### src/rtl/locker_pkg.sv
// Shared definitions for the locker code-entry front end.
package locker_pkg;

  typedef enum logic [1:0] {
    ST_COLLECT = 2'd0,
    ST_SUBMIT  = 2'd1,
    ST_SHIFT   = 2'd2
  } entry_state_t;

  localparam int CODE_LEN_DEFAULT = 4;

endpackage

### src/rtl/locker_code_entry_if.sv
// Link from the code-entry block to the locker FSM and status consumers.
interface locker_code_entry_if #(
  parameter int CODE_LEN = locker_pkg::CODE_LEN_DEFAULT
);
  localparam int CNT_W = $clog2(CODE_LEN + 1);

  logic             pwd_out;
  logic             submit_out;
  logic             busy;
  logic [CNT_W-1:0] entry_count;
  logic             short_err;

  modport master (
    output pwd_out, submit_out, busy, entry_count, short_err
  );

  modport slave (
    input pwd_out, submit_out, busy, entry_count, short_err
  );
endinterface

### src/rtl/locker_debounce.sv
// Two-flop synchronizer, consecutive-cycle debouncer and registered rising-edge press.
module locker_debounce #(
  parameter int DEBOUNCE_CYCLES = 16
) (
  input  logic clk,
  input  logic rst,
  input  logic raw,
  output logic press
);
  localparam int CNT_W = $clog2(DEBOUNCE_CYCLES + 1);

  logic             sync_0;
  logic             sync_1;
  logic             clean;
  logic [CNT_W-1:0] cnt;
  logic             settle;

  // Last differing cycle of the run: the clean level flips on this edge.
  assign settle = (sync_1 != clean) && (cnt == CNT_W'(DEBOUNCE_CYCLES - 1));

  always_ff @(posedge clk or posedge rst) begin
    if (rst) begin
      sync_0 <= 1'b0;
      sync_1 <= 1'b0;
      clean  <= 1'b0;
      cnt    <= '0;
      press  <= 1'b0;
    end else begin
      sync_0 <= raw;
      sync_1 <= sync_0;
      press  <= settle & sync_1;
      if (sync_1 == clean) begin
        cnt <= '0;
      end else if (settle) begin
        cnt   <= '0;
        clean <= sync_1;
      end else begin
        cnt <= cnt + CNT_W'(1);
      end
    end
  end

endmodule

### src/rtl/locker_code_entry.sv
// Collects a CODE_LEN-bit code from two debounced keys and serializes it to the locker on enter.
module locker_code_entry
  import locker_pkg::*;
#(
  parameter int DEBOUNCE_CYCLES = 16,
  parameter int CODE_LEN        = CODE_LEN_DEFAULT
) (
  input  logic                clk,
  input  logic                rst,
  input  logic                key0_raw,
  input  logic                key1_raw,
  input  logic                enter_raw,
  locker_code_entry_if.master code_if
);
  localparam int CNT_W = $clog2(CODE_LEN + 1);

  logic key0_p, key1_p, enter_p;

  locker_debounce #(.DEBOUNCE_CYCLES(DEBOUNCE_CYCLES)) u_db_key0 (
    .clk(clk), .rst(rst), .raw(key0_raw), .press(key0_p)
  );
  locker_debounce #(.DEBOUNCE_CYCLES(DEBOUNCE_CYCLES)) u_db_key1 (
    .clk(clk), .rst(rst), .raw(key1_raw), .press(key1_p)
  );
  locker_debounce #(.DEBOUNCE_CYCLES(DEBOUNCE_CYCLES)) u_db_enter (
    .clk(clk), .rst(rst), .raw(enter_raw), .press(enter_p)
  );

  entry_state_t  state, state_d;
  logic [CODE_LEN-1:0] code_buf, buf_d;
  logic [CNT_W-1:0]    count, count_d;
  logic [CNT_W-1:0]    idx, idx_d;
  logic short_d, pwd_d, submit_d, busy_d;
  logic pwd_q, submit_q, busy_q, short_q;

  always_ff @(posedge clk or posedge rst) begin
    if (rst) begin
      state    <= ST_COLLECT;
      code_buf <= '0;
      count    <= '0;
      idx      <= '0;
      pwd_q    <= 1'b0;
      submit_q <= 1'b0;
      busy_q   <= 1'b0;
      short_q  <= 1'b0;
    end else begin
      state    <= state_d;
      code_buf <= buf_d;
      count    <= count_d;
      idx      <= idx_d;
      pwd_q    <= pwd_d;
      submit_q <= submit_d;
      busy_q   <= busy_d;
      short_q  <= short_d;
    end
  end

  always_comb begin
    state_d = state;
    buf_d   = code_buf;
    count_d = count;
    idx_d   = idx;
    short_d = 1'b0;
    case (state)
      ST_COLLECT: begin
        // Enter wins over a key press in the same cycle.
        if (enter_p) begin
          if (count == CNT_W'(CODE_LEN)) begin
            state_d = ST_SUBMIT;
          end else begin
            short_d = 1'b1;
            buf_d   = '0;
            count_d = '0;
          end
        end else if ((key0_p ^ key1_p) && (count < CNT_W'(CODE_LEN))) begin
          for (int i = 0; i < CODE_LEN; i++) begin
            if (CNT_W'(i) == count) buf_d[i] = key1_p;
          end
          count_d = count + CNT_W'(1);
        end
      end
      ST_SUBMIT: begin
        state_d = ST_SHIFT;
        idx_d   = '0;
      end
      ST_SHIFT: begin
        if (idx == CNT_W'(CODE_LEN - 1)) begin
          state_d = ST_COLLECT;
          buf_d   = '0;
          count_d = '0;
          idx_d   = '0;
        end else begin
          idx_d = idx + CNT_W'(1);
        end
      end
      default: state_d = ST_COLLECT;
    endcase
  end

  // Outputs are decoded from the next state so the registered copies line up with it.
  always_comb begin
    submit_d = (state_d == ST_SUBMIT);
    busy_d   = (state_d != ST_COLLECT);
    pwd_d    = 1'b0;
    if (state_d == ST_SHIFT) begin
      for (int i = 0; i < CODE_LEN; i++) begin
        if (CNT_W'(i) == idx_d) pwd_d = code_buf[i];
      end
    end
  end

  assign code_if.pwd_out     = pwd_q;
  assign code_if.submit_out  = submit_q;
  assign code_if.busy        = busy_q;
  assign code_if.short_err   = short_q;
  assign code_if.entry_count = count;

endmodule

### src/flat_wrapper.sv
// flat-port wrapper written by rule: the top's interface ports become plain ports
module locker_code_entry_flat import locker_pkg::*;
#(
  parameter int DEBOUNCE_CYCLES = 16,
  parameter int CODE_LEN        = CODE_LEN_DEFAULT
)
  (clk, rst, key0_raw, key1_raw, enter_raw, code_if_pwd_out, code_if_submit_out, code_if_busy, code_if_entry_count, code_if_short_err);
  locker_code_entry_if #(.CODE_LEN(CODE_LEN)) code_if_i ();
  input  logic clk;
  input  logic rst;
  input  logic key0_raw;
  input  logic key1_raw;
  input  logic enter_raw;
  output wire logic [$bits(code_if_i.pwd_out)-1:0] code_if_pwd_out;
  output wire logic [$bits(code_if_i.submit_out)-1:0] code_if_submit_out;
  output wire logic [$bits(code_if_i.busy)-1:0] code_if_busy;
  output wire logic [$bits(code_if_i.entry_count)-1:0] code_if_entry_count;
  output wire logic [$bits(code_if_i.short_err)-1:0] code_if_short_err;
  assign code_if_pwd_out = code_if_i.pwd_out;
  assign code_if_submit_out = code_if_i.submit_out;
  assign code_if_busy = code_if_i.busy;
  assign code_if_entry_count = code_if_i.entry_count;
  assign code_if_short_err = code_if_i.short_err;
  locker_code_entry #(.DEBOUNCE_CYCLES(DEBOUNCE_CYCLES), .CODE_LEN(CODE_LEN)) u_core (.clk(clk), .rst(rst), .key0_raw(key0_raw), .key1_raw(key1_raw), .enter_raw(enter_raw), .code_if(code_if_i));
endmodule
### config.mk
export PLATFORM = sky130hd
export DESIGN_NAME = locker_code_entry_flat
export DESIGN_NICKNAME = d
export VERILOG_FILES = /design/src/rtl/locker_pkg.sv /design/src/rtl/locker_code_entry_if.sv /design/src/rtl/locker_debounce.sv /design/src/rtl/locker_code_entry.sv /design/src/flat_wrapper.sv
export SDC_FILE = /design/constraint.sdc
export NUM_CORES = 1
export LEC_CHECK = 0
export ABC_AREA = 1
export CAP_MARGIN = 30
export CORE_UTILIZATION = 25
export CTS_BUF_LIST = sky130_fd_sc_hd__clkbuf_8
export CTS_CLUSTER_SIZE = 12
export DETAILED_ROUTE_END_ITERATION = 8
export SLEW_MARGIN = 30
export SYNTH_ARGS = -nofsm -noshare
export SYNTH_HDL_FRONTEND = slang
export SYNTH_HIERARCHICAL = 1
export SYNTH_SLANG_ARGS = --single-unit
### constraint.sdc
create_clock -name clk -period 2.2 [get_ports clk]
set_input_delay 0.44 -clock clk [delete_from_list [all_inputs] [get_ports clk]]
set_output_delay 0.44 -clock clk [all_outputs]
set_load 0.005 [all_outputs]
==> load_flow_metrics.sql <==
INSERT INTO impl_metrics (metric_group, metric, value, unit) VALUES
('outcome', 'status', 'finished clean', ''),
('route', 'total_via_count_in_the_routed_design', '1575', ''),
('sta', 'hold_violations', '0', ''),
('worst_setup_path', 'worstPathCellList', 'clkdlybuf4s50_1', ''),
('sta', 'grt_setup_unrepaired', 'no', ''),
('worst_hold_path', 'worstHoldPathType', 'register to register', ''),
('global_route', 'antenna_found_initial', '0', ''),
('clock_tree', 'postCtsSetupRepairBufs', '0', ''),
('sta', 'worst_slack', '0.5058', 'ns'),
('pwr', 'p_leak', '0.001236', 'uW'),
('final_layout', 'antenna-diode-count', '0', ''),
('clock_tree', 'cts_num_sinks', '43', ''),
('global_route', 'grt_overflow', '0', ''),
('floorplan', 'die_w', '94.62', 'um'),
('global_route', 'global_route_wire_length_before_repair', '6686', 'um'),
('worst_setup_path', 'worstSetupPathType', 'register to primary output', ''),
('placed_design', 'place_worst_setup_slack', '0.6394', 'ns'),
('route', 'avgViaCountPerCell', '4.123', ''),
('sta', 'holdWs', '0.3555', 'ns'),
('job', 'maxCapViolCount', '0', ''),
('worst_setup_path', 'critPathRequiredTime', '1.76', 'ns'),
('worst_setup_path', 'critical_path.slowest_cell', 'clkdlybuf4s50_1', ''),
('logic_synthesis', 'synth-async-reset-ratio', '100.0', '%'),
('floorplan', 'ios', '12', ''),
('logic_synthesis', 'synth.top_cells.by_area', 'dfrtp_1 (50%), nand2_1 (14%), ha_1 (7.6%), inv_1 (5.6%), nor2_1 (5.6%)', ''),
('worst_hold_path', 'hp-start', 'u_core/u_db_key1/sync_0', ''),
('sta', 'max_freq', '590.3', 'MHz'),
('worst_setup_path', 'timing.critical_path.slowest_cell_delay', '0.53', 'ns'),
('worst_setup_path', 'rr_endpoint', 'u_core/code_buf[1]', ''),
('worst_setup_path', 'timing.critical_path.to_type', 'primary output', ''),
('logic_synthesis', 'synthesis.area', '2145', 'um2'),
('clock_tree', 'cts.path.max_buffers', '2', ''),
('route', 'post-route-drc-count', '0', ''),
('global_route', 'maximum_number_of_pins_on_one_net_before_global_route_repair', '17', ''),
('route', 'antenna_left', '0', ''),
('logic_synthesis', 'synth-edff-count', '0', ''),
('sta', 'slew_violations', '0', ''),
('pwr', 'irDropWorstVdd', '0.3390', 'mV'),
('placed_design', 'gp_congestion', '0.8288', ''),
('logic_synthesis', 'synthesis.instances', '258', ''),
('pwr', 'p_per_area', '563.4', 'nW/um2'),
('worst_setup_path', 'worst-r2r-setup-slack', '0.63', 'ns'),
('sta', 'timing.final.crit_period', '1.694', 'ns'),
('final_layout', 'fin_area', '2479', 'um2'),
('clock_tree', 'worst_skew_pair.late_latency', '0.30', 'ns'),
('logic_synthesis', 'synth-seq-area-share', '50.18', '%'),
('floorplan', 'initial_utilization', '25.97', '%'),
('floorplan', 'coreArea', '8258', 'um2'),
('placed_design', 'placed_cells', '374', ''),
('floorplan', 'design.die.area', '8953', 'um2'),
('worst_setup_path', 'cp_top_family', 'buffers and inverters', ''),
('clock_tree', 'numCtsBuffers', '5', ''),
('worst_setup_path', 'worst-path-buf-inv', '1', ''),
('global_route', 'grt_pass1_vias', '1585', ''),
('clock_tree', 'cts_tree', 'done', ''),
('clock_tree', 'clkTransAtPathRegs', '0.09', 'ns'),
('clock_tree', 'cts_resized', '0', ''),
('worst_setup_path', 'worst-path-max-fanout', '5', ''),
('logic_synthesis', 'syn-num-nets', '276', ''),
('worst_hold_path', 'min_to', 'u_core/u_db_key1/sync_1', ''),
('final_layout', 'fin_nets', '294', ''),
('final_layout', 'area_growth_syn_to_layout', '15.58', '%'),
('global_route', 'track_usage', '9.654', '%'),
('final_layout', 'final_layout_size_suffix_gt1_share', '10.47', '%'),
('logic_synthesis', 'synthDistinctLibCells', '19', ''),
('sta', 'finalSetupViolations', '0', ''),
('worst_setup_path', 'critPathArrivalTime', '1.25', 'ns'),
('route', 'wl', '3634', 'um'),
('sta', 'fin_crit_sh', '77.01', '%'),
('logic_synthesis', 'post_synth.cell_area_avg', '8.312', 'um2'),
('clock_tree', 'cts.htree.levels', '2', '');
## cell type report
class / instances / area (um2) / share of cell area, %
clock buffer: 5 / 68.82 / 2.776
timing repair buffer: 11 / 110.1 / 4.442
clock inverter: 3 / 23.77 / 0.9591
sequential: 43 / 1076 / 43.41
tap: 105 / 131.4 / 5.300
inverter: 36 / 135.1 / 5.452
multi-input combinational: 179 / 933.4 / 37.66
## registers in the layout (all words and copies together), names as in the netlist
signal                      flops
u_core/u_db_enter/sync_1        1
u_core/u_db_key0/sync_0         1
u_core/u_db_key0/sync_1         1
u_core/u_db_key1/cnt            5
u_core/state                    2
u_core/u_db_key0/clean          1
u_core/u_db_enter/press         1
u_core/u_db_enter/clean         1
u_core/code_if.short_err        1
u_core/code_if.pwd_out          1
u_core/u_db_key1/press          1
u_core/idx                      3
u_core/code_if.busy             1
u_core/code_buf                 4
u_core/u_db_key1/sync_0         1
u_core/u_db_key1/clean          1
u_core/code_if.entry_count      3
u_core/code_if.submit_out       1
u_core/u_db_key1/sync_1         1
u_core/u_db_enter/sync_0        1
u_core/u_db_key0/cnt            5
u_core/u_db_key0/press          1
u_core/u_db_enter/cnt           5
## worst max path at each step
stage,cells past startpoint,from,slack [ns],to
5_1_grt,9,u_core/state[0],0.41,u_core/code_buf[1]
3_3_place_gp,10,u_core/code_if.entry_count[0],0.66,u_core/code_buf[1]
2_1_floorplan,10,u_core/code_if.entry_count[0],0.82,u_core/code_buf[2]
4_1_cts,1,u_core/code_if.entry_count[1],0.48,code_if_entry_count[1]
6_report,1,u_core/code_if.entry_count[1],0.51,code_if_entry_count[1]
3_5_place_dp,10,u_core/state[0],0.64,u_core/code_buf[1]
## cell families after synthesis
family	synth area share [%]
buffers and inverters	6.301
adder cells (fa/ha/maj)	7.585
flip-flops	50.17
AND/OR/NAND/NOR	34.13
AO/OA/AOI/OAI	1.809
## layout by cell type (no fill, tap or decap)
cell | Yosys | routed
inv_6 | 0 | 1
nand3b_1 | 1 | 1
nor2_1 | 32 | 32
nor2_2 | 2 | 2
o21bai_1 | 1 | 1
nand3_2 | 6 | 6
clkinvlp_4 | 0 | 2
a21oi_1 | 1 | 1
dfrtp_1 | 43 | 43
inv_2 | 3 | 3
nor3_1 | 5 | 5
clkinv_1 | 1 | 1
ha_1 | 13 | 13
nor2_4 | 5 | 5
nand3_1 | 16 | 16
nand4_1 | 5 | 5
nand2_1 | 82 | 82
inv_1 | 32 | 32
o21ai_0 | 4 | 4
nand2_2 | 5 | 5
o22ai_1 | 1 | 1
clkdlybuf4s50_1 | 0 | 11
clkbuf_8 | 0 | 5
## through the flow
| step | util [%] | power, uW |
|---|---|---|
| 3_5_place_dp | 28.89 | 901.4 |
| 2_1_floorplan | - | 879.1 |
| 4_1_cts | 30.02 | 1426 |
| 6_report | 30.02 | 1397 |
| 5_1_grt | 30.02 | 1470 |
| 3_3_place_gp | 28.89 | 899.4 |
## per-layer routing
metal	track usage, %	part of all wire [%]	vias to the layer above
li1	-	-	833
met1	10.99	48	723
met2	17.03	48	13
met3	3.623	3.5	6
met4	2.273	1.1	0
met5	0	0	-
## power by group
group	internal (uW)	switching, uW
Combinational	21.0	36.4
Sequential	808	17.8
Clock	227	286
Total	1060	340
No activity file was read; power rests on OpenSTA's default activity.
